===== src/rtl/pc_sequencer.sv =====
// Program-counter sequencer: IDLE/RUN/DONE lifecycle, sequential or branch PC update,
// range-fault detection and a saturating retired-instruction counter.
module pc_sequencer #(
    parameter logic [15:0] START_ADDR = 16'd0,
    parameter int unsigned PROG_LEN   = 256
) (
    input  logic        clk,
    input  logic        rst_n,
    input  logic        start,
    input  logic        stall,
    input  logic        halt,
    input  logic        branch_taken,
    input  logic [15:0] branch_targ,
    output logic [15:0] pc,
    output logic        running,
    output logic        done,
    output logic        fault,
    output logic [15:0] instr_cnt
);

    typedef enum logic [1:0] {
        S_IDLE = 2'd0,
        S_RUN  = 2'd1,
        S_DONE = 2'd2
    } state_e;

    localparam logic [16:0] PROG_LEN_W = 17'(PROG_LEN);

    state_e      state_q, state_d;
    logic [15:0] pc_q, pc_d;
    logic [15:0] cnt_q, cnt_d;
    logic        done_q, done_d;
    logic        fault_q, fault_d;
    logic        running_q, running_d;
    // Widened by one bit so that 0xFFFF+1 lands out of range instead of wrapping to 0.
    logic [16:0] next_pc;

    always_comb begin
        state_d = state_q;
        pc_d    = pc_q;
        cnt_d   = cnt_q;
        done_d  = 1'b0;
        fault_d = fault_q;
        next_pc = branch_taken ? {1'b0, branch_targ} : ({1'b0, pc_q} + 17'd1);

        case (state_q)
            S_IDLE, S_DONE: begin
                if (start) begin
                    state_d = S_RUN;
                    pc_d    = START_ADDR;
                    cnt_d   = 16'd0;
                    fault_d = 1'b0;
                end
            end
            S_RUN: begin
                if (!stall) begin
                    if (cnt_q != 16'hFFFF) cnt_d = cnt_q + 16'd1;
                    if (halt) begin
                        state_d = S_DONE;
                        done_d  = 1'b1;
                    end else if (next_pc >= PROG_LEN_W) begin
                        // Faulting PC is never exposed; pc keeps the last valid address.
                        state_d = S_DONE;
                        done_d  = 1'b1;
                        fault_d = 1'b1;
                    end else begin
                        pc_d = next_pc[15:0];
                    end
                end
            end
            default: state_d = S_IDLE;
        endcase

        running_d = (state_d == S_RUN);
    end

    always_ff @(posedge clk or negedge rst_n) begin
        if (!rst_n) begin
            state_q   <= S_IDLE;
            pc_q      <= START_ADDR;
            cnt_q     <= 16'd0;
            done_q    <= 1'b0;
            fault_q   <= 1'b0;
            running_q <= 1'b0;
        end else begin
            state_q   <= state_d;
            pc_q      <= pc_d;
            cnt_q     <= cnt_d;
            done_q    <= done_d;
            fault_q   <= fault_d;
            running_q <= running_d;
        end
    end

    assign pc        = pc_q;
    assign running   = running_q;
    assign done      = done_q;
    assign fault     = fault_q;
    assign instr_cnt = cnt_q;

endmodule

===== config.mk =====
export PLATFORM = sky130hd
export DESIGN_NAME = pc_sequencer
export DESIGN_NICKNAME = d
export VERILOG_FILES = /design/src/rtl/pc_sequencer.sv
export SDC_FILE = /design/constraint.sdc
export NUM_CORES = 1
export LEC_CHECK = 0
export BUFFER_PORTS_ARGS = -buffer_cell sky130_fd_sc_hd__buf_4
export CORE_UTILIZATION = 47
export CTS_CLUSTER_SIZE = 16
export DETAILED_ROUTE_END_ITERATION = 10
export PLACE_DENSITY = 0.8
export SLEW_MARGIN = 0
export SYNTH_ARGS = -nofsm -noshare
export SYNTH_HDL_FRONTEND = slang
export SYNTH_SLANG_ARGS = --single-unit
export TNS_END_PERCENT = 100

===== constraint.sdc =====
create_clock -name clk -period 2.4 [get_ports clk]
set_clock_uncertainty 0.2 [all_clocks]
set_input_delay 0.36 -clock clk [delete_from_list [all_inputs] [get_ports clk]]
set_output_delay 0.36 -clock clk [all_outputs]
set_load 0.05 [all_outputs]

### After elaboration in Yosys (flattened, before gate mapping)

Index checks and enable logic that the tools add are counted.

* add/sub/neg operators: 2
* $mul: 0
* divide/modulo/power cells: 0
* order comparisons: 1
* equality and inequality tests: 10
* shift-type cells: 0
* multiplexer cells: 23
* bitwise logic cells: 0
* reductions and logical operators: 6

Operators by type and width (count)
* 2-to-1 mux 16 bit: 6
* case mux 16 bit (2 select lines): 2
* adder 16 x 1 -> 17 bit, second input constant: 1
* >= comparator 17 x 9 -> 1 bit, second input constant: 1
* 2-to-1 mux 17 bit: 1
* adder 16 x 1 -> 16 bit, second input constant: 1
* inequality test 16 bit, second input constant: 1
* inequality test 2 bit, second input constant: 6
* AND reduction 5 bit: 2
* 2-to-1 mux 1 bit: 8
* 2-to-1 mux 2 bit: 4
* equality test 2 x 1 -> 1 bit, second input constant: 2
* case mux 2 bit (2 select lines): 1
* AND reduction 4 bit: 1
* equality test 2 bit, second input constant: 1
* zero test 2 bit: 1
* case mux 1 bit (2 select lines): 1
* nonzero test 2 bit: 1
* OR reduction 2 bit: 1

* register bits: 37
* latch bits: 0
* memory bits (writable): 0
* memory bits (read-only): 0
* bits of input ports: 22
* output and inout port bits: 35
* word-level logic and storage cells: 48
* memories kept: 0

### Logic depth before layout (Yosys ltp)

* word-level depth: 8
* mapped depth: 10
* gate-level depth less buffers: 7

### Least setup slack after synthesis

OpenSTA, ideal clock, no wires.

* path kind: register -> register
* start point: register pc_q[0], in the netlist pc[0]
* end point: register pc_q[10], in the netlist pc[10]
* library setup time: 120 ps
* arrival: 2530 ps
* data required time: 2080 ps
* slack: -450 ps
* stages on the path, launching flop included: 10
* path buffers: 2
* clock period less this slack: 2850 ps
* cell sequence: dfrtp_1 -> ha_1 -> nand3_1 -> nor3_1 -> xnor2_1 -> a31oi_4 -> or3_1 -> buf_4 -> buf_6 -> and3_1

* word-level cells in the longest chain between the ends: 6
* elaborated cells between the ends (all ways): 9
* those cells by class: add/sub (1); order compare (1); eq/ne (1); mux (5); reduce/logical (1)

Ends and longest elaborated chain
* from (decl): RTL line 30 `logic [15:0] pc_q, pc_d;`
* from (signal assigned): RTL line 87 `pc_q <= pc_d;`
* adder 16 x 1 -> 17 bit (*): RTL line 44 `next_pc = branch_taken ? {1'b0, branch_targ} : ({1'b0, pc_q} + 17'd1);`
* 2-to-1 mux 17 bit (*): RTL line 44
* branches (longest 4 deep; another with >= comparator 17 x 9 -> 1 bit)

Every way passes the cells marked *. The select of a mux whose other input is x is not followed.
A chain may end at the register's enable or synchronous reset.

### Worst setup path after layout

* start point: register pc_q[0], in the netlist pc[0]
* end point: register pc_q[9], in the netlist pc[9]

Same word-level chain as after synthesis.

==> reports/metrics.yaml <==
final_nets: 349
overflow: 0
initial_utilization_pct: 49.5
drt_iter0_markers: 92
start_kind: "flop"
syn_area_um2: 2170
fmax_mhz: 426
cts.path.max_buffers: 2
syn_to_final_growth_pct: 41.1
total_power_uw: 1720
arrival_ps: 2340
htree_levels: 2
finalCritPeriodShare_pct: 97.8
synth_mux_area_share_pct: 0.980
ys_seq_area_share_pct: 42.7
synthCells: 242
worst-slew-pin-transition_ps: 545
gp_congestion: 0.917
mostFrequentLayoutCells: "83 x buf_4, 28 x nor2_1, 19 x nand2_1, 19 x dfrtp_1, 17 x dfrtp_2"
synth-compound-area-share_pct: 12.9
ys_seq_elements: 37
core_um2: 4380
synth.avg_cell_area_um2: 8.97
rr_worst_depth: 8
cp.depth: 8
critPathKind: "reg -> reg"
r2r-end: "pc[9]"
synth_fp_nets: 266
yosys_warnings: 0
grt_pass1_wl_um: 9580
cp_data_required_time_ps: 2390
synth_simple_gate_area_share_pct: 31.5
final_antenna_net_count: 0
end_kind: "flop"
synth_top_family_by_area: "simple AND/OR/NAND/NOR gates"
finalHoldViolCount: 0
async_reset_ff_share_pct: 100
viasPerCell: 5.70
synth-edff-count: 0
hold_path_class: "in -> reg"
hpwl_um: 4150
worst_slack_ps: 52.3
rr_startpoint: "pc[0]"
clk_latency_ps: 300
cts-root-buf: "clkbuf_8"
numClockSinks: 37
clkTransAtPathRegs_ps: 80
route.vias.total: 2153
synth_top_flop_cell: "dfrtp_1"
place_worst_setup_slack_ps: 42.3
io_pins: 57
finalSetupTns_ps: 0
synthXorXnorAreaFrac_pct: 6.46
grt_pass1_vias: 2040
drc: 0
dieHeight_um: 69.9
grt_max_degree: 38
cts_tree: "built"
crit_family: "simple AND/OR/NAND/NOR gates"
maxCapViolations: 0
rsz0062_at_grt: "true"
final_common_cell: "buf_4"
antenna_found_initial: 0
numCtsBuffers: 5
critPathMaxStageDelay_ps: 470
routedWlPerCell_um: 15.6
crit_path_end: "pc[9]"
track_usage_pct: 24.8
synth_adder_area_share_pct: 1.15
die_x_um: 69.9
maxSlewViolCount: 0
r2r_slack_ps: 50
place_area_um2: 2850
setup_violations: 0
ir_worst_vdd_v: 0.000299
die_area_um2: 4890
cpMaxStageDelayCell: "dfrtp_4"
min_period_ps: 2350
pwr_density_cell_nw_per_um2: 562
diodes: 0
status: "complete, no violations"
cp_cell_sequence: "ha_4, nand3_4, nor3_2, a311o_2, nand4_2, or3_4, buf_6, and3_1"
drive_above_1_share_pct: 41.7
crit_start: "pc[0]"
final_cell_area_um2: 3060
path_max_fanout: 8
first_pass_iters: 4
std_cell_rows: 24
synth.distinct_cells: 48
final_util_pct: 69.8
critPathBufInv: 1
relSlewSlack_pct: 62.7
wl_um: 5900
p_leak_uw: 0.00139
portBuffers: 56
-- routing by layer --
metal  up-vias  global-route usage [%]  part of all wire, %
met5         -                       0                    0
met2        62                    38.0                   47
li1       1051                       -                    -
met4         0                    11.8                  2.4
met1      1026                    32.8                   45
met3        14                    6.20                  5.1
-- kinds of logic after synthesis --
family,after synthesis
buffers and inverters,19
AOI/OAI and AO/OA,40
DFF,37
and+or+nand+nor,126
muxes,2
xor gates and xnor gates,16
adders and majority gates,2
-- repair_timing --
item,4_1_cts,5_1_grt
endpoints found under the hold margin,37,0
buffers inserted,0,3
setup endpoints to repair,0,20
hold buffers,1,0
resized for setup,0,16
-- synth_stat cells (4+ instances only) --
library cell | number | area share [%]
nand3_1 | 13 | 3.0
nand4_1 | 4 | 1.2
or3_1 | 4 | 1.2
o22ai_1 | 6 | 1.7
inv_1 | 8 | 1.4
nor4_1 | 9 | 2.6
nand2_1 | 19 | 3.3
nor3_1 | 19 | 4.4
and3_1 | 12 | 3.5
xnor2_1 | 14 | 5.7
clkbuf_1 | 5 | 0.87
dfrtp_1 | 37 | 43
nor2_1 | 28 | 4.8
a21oi_1 | 9 | 2.1
o21ai_0 | 7 | 1.6
-- power by group --
group / switching (uW) / total (uW) / internal, uW / leakage [uW]
clock network: 242 / 507 / 265 / 0.0000549
registers: 45.5 / 718 / 672 / 0.000479
logic: 320 / 496 / 176 / 0.000852
-- registers in the layout, summed over array words and instances, names as in the netlist --
signal and flops:
state_q 2, instr_cnt 16, done 1, fault 1
running 1, pc 16
-- stage by stage --
stage | instances | hold slack [ps]
5_1_grt | 378 | 50.1
3_3_place_gp | 366 | 155
4_1_cts | 375 | 46.4
3_5_place_dp | 366 | 157
2_1_floorplan | 242 | -136
6_report | 378 | 48.0
-- worst min-delay path by stage --
stage / startpoint / end / slack, ps / cells past startpoint
floorplan: rst_n / done / -140 / 0
global placement: rst_n / pc[7] / 160 / 1
detailed placement: rst_n / pc[7] / 160 / 1
CTS: start / state_q[1] / 50 / 2
global route: start / state_q[1] / 50 / 2
finish: start / state_q[1] / 50 / 2
-- layout make-up --
type | instances | area [um2]
fill | 352 | 1320
clock inverter | 1 | 8.76
clock buffer | 7 | 96.3
multi-input combinational | 186 | 1250
tap | 52 | 65.1
timing repair buffer | 86 | 656
sequential | 37 | 951
inverter | 9 | 33.8
Power figures use the tool's default switching activity.
